===== config.mk =====
export PLATFORM = sky130hd
export DESIGN_NAME = pipe_scroller
export DESIGN_NICKNAME = d
export VERILOG_FILES = /design/src/rtl/flappy_pkg.sv /design/src/rtl/step_timer.sv /design/src/rtl/pipe_scroller.sv
export SDC_FILE = /design/constraint.sdc
export NUM_CORES = 1
export LEC_CHECK = 0
export BUFFER_PORTS_ARGS = -buffer_cell sky130_fd_sc_hd__buf_2
export CAP_MARGIN = 15
export CORE_MARGIN = 4
export CORE_UTILIZATION = 30
export CTS_CLUSTER_SIZE = 40
export DETAILED_ROUTE_END_ITERATION = 6
export SETUP_SLACK_MARGIN = 0.5
export SLEW_MARGIN = 20
export SYNTH_ARGS = -nofsm -noshare
export SYNTH_HDL_FRONTEND = slang
export SYNTH_SLANG_ARGS = --single-unit

===== constraint.sdc =====
create_clock -name Clock -period 4.8 [get_ports Clock]
set_input_delay 0.72 -clock Clock [delete_from_list [all_inputs] [get_ports Clock]]
set_output_delay 0.72 -clock Clock [all_outputs]
set_load 0.005 [all_outputs]

===== src/rtl/flappy_pkg.sv =====
// Shared types and matrix geometry for the flappy pipe datapath.
package flappy_pkg;

    typedef enum logic [1:0] {
        IDLE = 2'd0,
        RUN  = 2'd1,
        DEAD = 2'd2
    } game_state_t;

    localparam int MATRIX_ROWS = 8;
    localparam int MATRIX_COLS = 8;
    localparam int SCORE_W     = 8;

endpackage


===== src/rtl/step_timer.sv =====
// Enable-gated modulo-STEP_CYCLES counter; strobes step_o on its last count.
module step_timer #(
    parameter int STEP_CYCLES = 4
) (
    input  logic clk_i,
    input  logic reset_i,
    input  logic enable_i,
    input  logic freeze_i,
    output logic step_o
);

    localparam int TW = (STEP_CYCLES > 1) ? $clog2(STEP_CYCLES) : 1;

    logic [TW-1:0] tick_q;
    logic [TW-1:0] tick_d;
    logic          at_end_s;

    assign at_end_s = (tick_q == TW'(STEP_CYCLES - 1));
    assign step_o   = at_end_s && enable_i && !freeze_i;

    // Next tick: hold while frozen or paused, wrap on the step cycle.
    always_comb begin
        tick_d = tick_q;
        if (freeze_i || !enable_i) begin
            tick_d = tick_q;
        end else if (at_end_s) begin
            tick_d = '0;
        end else begin
            tick_d = tick_q + TW'(1);
        end
    end

    // Tick register.
    always_ff @(posedge clk_i) begin
        if (reset_i) begin
            tick_q <= '0;
        end else begin
            tick_q <= tick_d;
        end
    end

endmodule


===== src/rtl/pipe_scroller.sv =====
// Scrolls sampled pipe patterns right-to-left, detects bird collision and
// counts pipes that have passed the bird column.
module pipe_scroller
    import flappy_pkg::*;
#(
    parameter int COLS        = MATRIX_COLS,
    parameter int ROWS        = MATRIX_ROWS,
    parameter int STEP_CYCLES = 4,
    parameter int GAP_COLS    = 3,
    parameter int BIRD_COL    = 1
) (
    input  logic                     Clock,
    input  logic                     reset,
    input  logic                     enable,
    input  logic [ROWS-1:0]          pattern,
    input  logic [$clog2(ROWS)-1:0]  bird_row,
    output logic                     pattern_take,
    output logic                     step,
    output logic [COLS*ROWS-1:0]     cols,
    output logic                     collision,
    output logic [SCORE_W-1:0]       score
);

    localparam int SPW = (GAP_COLS > 0) ? $clog2(GAP_COLS + 1) : 1;

    game_state_t           state_q;
    game_state_t           state_d;
    logic [COLS*ROWS-1:0]  cols_q;
    logic [COLS*ROWS-1:0]  cols_d;
    logic [SPW-1:0]        spawn_q;
    logic [SPW-1:0]        spawn_d;
    logic                  coll_q;
    logic                  coll_d;
    logic [SCORE_W-1:0]    score_q;
    logic [SCORE_W-1:0]    score_d;

    logic                  timer_step_s;
    logic                  hit_s;
    logic                  step_s;
    logic                  take_s;
    logic [ROWS-1:0]       bird_col_s;
    logic [ROWS-1:0]       entry_s;

    step_timer #(
        .STEP_CYCLES (STEP_CYCLES)
    ) u_step_timer (
        .clk_i    (Clock),
        .reset_i  (reset),
        .enable_i (enable),
        .freeze_i (state_q != RUN),
        .step_o   (timer_step_s)
    );

    assign bird_col_s = cols_q[BIRD_COL*ROWS +: ROWS];
    assign hit_s      = (state_q == RUN) && bird_col_s[bird_row];
    // A step that coincides with a hit never happens: the game ends instead.
    assign step_s     = timer_step_s && !hit_s;
    assign take_s     = step_s && (spawn_q == '0);
    assign entry_s    = take_s ? pattern : '0;

    assign step         = step_s;
    assign pattern_take = take_s;
    assign cols         = cols_q;
    assign collision    = coll_q;
    assign score        = score_q;

    // Game FSM and step datapath next-state.
    always_comb begin
        state_d = state_q;
        cols_d  = cols_q;
        spawn_d = spawn_q;
        coll_d  = coll_q;
        score_d = score_q;
        case (state_q)
            IDLE: begin
                if (enable) begin
                    state_d = RUN;
                end else begin
                    state_d = IDLE;
                end
            end
            RUN: begin
                if (hit_s) begin
                    state_d = DEAD;
                    coll_d  = 1'b1;
                end else if (step_s) begin
                    cols_d = {entry_s, cols_q[COLS*ROWS-1:ROWS]};
                    if (take_s) begin
                        spawn_d = SPW'(GAP_COLS);
                    end else begin
                        spawn_d = spawn_q - SPW'(1);
                    end
                    if ((bird_col_s != '0) && (score_q != {SCORE_W{1'b1}})) begin
                        score_d = score_q + SCORE_W'(1);
                    end else begin
                        score_d = score_q;
                    end
                end else begin
                    state_d = RUN;
                end
            end
            DEAD: begin
                state_d = DEAD;
            end
            default: begin
                state_d = IDLE;
            end
        endcase
    end

    // State and datapath registers.
    always_ff @(posedge Clock) begin
        if (reset) begin
            state_q <= IDLE;
            cols_q  <= '0;
            spawn_q <= '0;
            coll_q  <= 1'b0;
            score_q <= '0;
        end else begin
            state_q <= state_d;
            cols_q  <= cols_d;
            spawn_q <= spawn_d;
            coll_q  <= coll_d;
            score_q <= score_d;
        end
    end

endmodule

## After elaboration in Yosys (flattened, before gate mapping)

Index checks and enable logic that the tools add are counted.

- Output and inout port bits: 75
- Word-level logic and storage cells: 42
- Input bits: 14
- Register bits: 79

- Equality and inequality tests: 6
- Bitwise operators: 1
- $lt $le $gt $ge: 1
- Add/sub/neg operators: 3
- Multiplexer cells: 9
- Reductions and logical operators: 16

Operator list:

| kind | count |
|---|---|
| adder 8 x 1 -> 8 bit, second input constant | 1 |
| 2-to-1 mux 2 bit | 4 |
| 2-to-1 mux 8 bit | 1 |
| inequality test 8 bit, second input constant | 1 |
| nonzero test 8 bit | 1 |
| logical AND 1 bit | 6 |
| case mux 2 bit (3 select lines) | 1 |
| equality test 2 bit, second input constant | 2 |
| zero test 2 bit | 2 |
| < comparator 3 x 4 -> 1 bit, second input constant | 1 |
| AND reduction 4 bit | 1 |
| binary-select mux 1 bit (select 3 bit) | 1 |
| zero test 1 bit | 3 |
| inequality test 3 bit, second input constant | 1 |
| AND reduction 3 bit | 1 |
| adder 2 x 1 -> 2 bit, second input constant | 1 |
| equality test 2 x 1 -> 1 bit, second input constant | 1 |
| 2-to-1 mux 1 bit | 2 |
| inequality test 2 x 1 -> 1 bit, second input constant | 1 |
| AND reduction 2 bit | 1 |
| subtractor 2 x 1 -> 2 bit, second input constant | 1 |
| logical OR 1 bit | 1 |
| inverter 1 bit | 1 |

## Depth between registers and ports, before layout

- Word-level depth: 8
- Gate-level depth with buffers: 8
- Gate-level depth less buffers: 5

## Cells and area by module

From an unflattened synthesis, not the netlist that was laid out.

- Cell total of the unflattened synthesis: 376
- Area total of the unflattened synthesis: 3,055.4 µm²

By module, submodules not included:

| module | instances | area each (µm²) | seq. area each (µm²) | cells an instance |
|---|---|---|---|---|
| pipe_scroller | 1 | 2,950.3 | 1,541.5 | 366 |
| step_timer | 1 | 105.1 | 40.0 | 10 |

## Worst setup path before layout

Ideal clock, no wire load.

- Path kind: input to output
- Start point: input bird_row[0]
- End point: output step
- Buffers on the path: 1
- Path slack: 2.098 ns
- Required time: 4.080 ns
- Data arrival time: 1.982 ns
- Cell stages on the path: 5
- Path through: mux4_2 mux2i_4 nand2_2 inv_4 buf_6

- Word-level cells in the longest chain between the ends: 5

RTL lines:

| what | RTL line | source |
|---|---|---|
| from (decl) | pipe_scroller.sv:16 | `input logic [$clog2(ROWS)-1:0] bird_row,` |
| binary-select mux 1 bit (select 3 bit) | pipe_scroller.sv:55 | `assign hit_s = (state_q == RUN) && bird_col_s[bird_row];` |
| 2-to-1 mux 1 bit (implied by the code) | pipe_scroller.sv:55 |  |
| logical AND 1 bit | pipe_scroller.sv:55 |  |
| zero test 1 bit | pipe_scroller.sv:57 | `assign step_s = timer_step_s && !hit_s;` |
| logical AND 1 bit | pipe_scroller.sv:57 |  |
| to (decl) | pipe_scroller.sv:18 | `output logic step,` |

Every way passes these cells. The select of a mux whose other input is x is not followed.

## Worst setup path after layout

Ends and elaborated chain as after synthesis.

==> qor.yml <==
outcome:
  status: "finished clean"
logic_synthesis:
  synth_seq_cells: 79
  synth_area_leaders: "dfxtp_1 (48%), mux2i_1 (17%), nand2b_1 (10%), a21oi_1 (2.7%), nand3_1 (2.0%)"
  synth.cell_area_um2: 3320
  synthCells: 323
  yosys.area.top_type: "dfxtp_1"
  synth_top_area_share_pct: 47.7
  yosysSeqAreaShare_pct: 47.7
  ys_types: 36
  postSynthAreaPerCell_um2: 10.3
  yosysWarnings: 0
  synth_nets: 340
worst_setup_path:
  worstPathArrival_ps: 2390
  endpoint_kind: "output pin"
  crit_type: "input port to output pin"
  crit_fanout: 19
  startpoint_type: "input port"
  required_ps: 4080
  rrSetupSlack_ps: 2500
clock_tree:
  cts_root_buf: "clkbuf_8"
  cts_sinks: 79
  postCtsHoldBufs: 0
  clk_pin_slew_ps: 80
  cts_buffers: 9
  cts_resized: 0
  cts_tree: "done"
  cts-htree-levels: 3
  cts_setup_buffers: 0
  clk_latency_ps: 340
  cts_buffer_depth: 2
cells_and_area:
  num-nets-final: 419
  multiInputGateArea_um2: 1620
  synthToLayoutAreaGrowth_pct: 22.0
  antenna-diode-count: 0
  layout_commonest_cell: "buf_2"
  seq_area_um2: 1580
  nFillCells: 1135
  drive_gt1_share_pct: 27.8
  final_cell_mix: "buf_2 (88), dfxtp_1 (79), mux2i_1 (56)"
drt:
  wl_per_cell_um: 14.8
  drt_first_pass_iters: 4
  dr_total_vias: 2590
  vias_per_cell: 4.73
  wirelength_mm: 8.07
  first_iter_violations: 90
  drc: 0
  ant_nets: 0
timing:
  finalCriticalPeriod_ps: 3110
  rsz0062_at_grt: "false"
  slew_violations: 0
  tightest_slew_ps: 597
  finalHoldViolCount: 0
  max_slew_margin_pct: 59.8
  setup_viol: 0
  skew_ps: 12.2
  period_share_pct: 64.9
  tns_ps: 0
  max_freq_mhz: 321
floorplan:
  fp-row-count: 38
  core_um2: 10800
  io_pins: 89
  die_w_um: 113
  dieArea_um2: 12800
  die_y_um: 113
  initial_core_util_pct: 30.6
placed_design:
  gp_congestion: 0.697
  hpwl_mm: 5.81
  portBuffers: 88
power_and_ir_drop:
  power.leakage_nw: 1.89
  powerDensity_nw_per_um2: 291
  total_power_mw: 1.18
  peakVddDrop_mv: 0.168
grt:
  antenna_found_initial: 0
  grt_pass1_vias: 2657
  grt_pass1_wl_mm: 13.4
  overflow: 0
  grt_max_degree: 66
  grt_usage_pct: 13.0
worst_hold_path:
  hp-class: "flop to flop"
run:
  cap_violations: 0
## worst max-delay path, stage by stage
cell and delay (ps):
buf_2 100, mux4_2 540, mux2i_4 410, nand2_2 140, inv_4 290, buf_2 180
## power by group
part	internal (mW)	leakage [nW]	switching [mW]
clock network	0.241	0.103	0.245
logic	0.0166	1.15	0.0156
registers	0.656	0.636	0.00131
total	0.914	1.89	0.262
## logic make-up (layout without fill, tap and decap cells)
kind of cell,count (synthesis),count (layout),synth area share [%]
mux,64,64,20.8
simple gates,114,114,20.6
compound gates,37,37,6.38
buf+inv,26,110,3.40
fa+ha+maj,3,3,1.13
flops,79,79,47.7
## layer usage
layer	global-route usage [%]	up-vias	wire length (um)
met5	0	-	0
met4	3.53	0	87
met3	5.78	10	631
met2	20.9	66	3720
met1	15.8	1216	3630
li1	-	1298	-
## flip-flops by register name, indices dropped and copies added, names as in the netlist
| register | count |
|---|---|
| spawn_q | 2 |
| score | 8 |
| collision | 1 |
| state_q | 2 |
| u_step_timer.tick_q | 2 |
| cols | 64 |
## final cells by class
type / count / area share [%]
clock inverters: 7 / 1.76
multi-input cells: 218 / 40.1
clock buffers: 9 / 3.06
well taps: 140 / 4.33
flip-flops and latches: 79 / 39.1
repair buffers: 90 / 11.3
inverters: 4 / 0.433
## cells in the mapped netlist (all sizes together)
master   instances
clkbuf          17
nand3           13
nor2b            6
o31ai            3
buf              5
nand2b          55
or4              3
and4             1
mux2             5
mux2i           57
a22o             1
nand4b           1
and3             3
nand3b           8
inv              4
mux4             2
nor2            11
nor4             3
a21oi           18
nor3             3
and3b            1
ha               3
nand2            2
and2             2
a221o            1
a2111oi          1
o21ai           11
a211oi           2
dfxtp           79
nand4            2
## stage by stage
step           hold slack, ps  std cells  setup slack (ps)  utilization [%]  cell area (um^2)
2_1_floorplan             438        323              2100                -              3320
3_3_place_gp              453        531              1730             35.5              3850
3_5_place_dp              460        531              1690             35.5              3850
4_1_cts                   480        547              1690             37.3              4050
5_1_grt                   498        547              1590             37.3              4050
6_report                  475        547              1690             37.3              4050
## worst paths after layout
kind / from / endpoint / cells past startpoint
max: bird_row[0] / step / 6
min: spawn_q[0] / spawn_q[0] / 1
max reg2reg: u_step_timer.tick_q[0] / score[5] / 5
min reg2reg: spawn_q[0] / spawn_q[0] / 1
(Power assumes the default switching activity.)
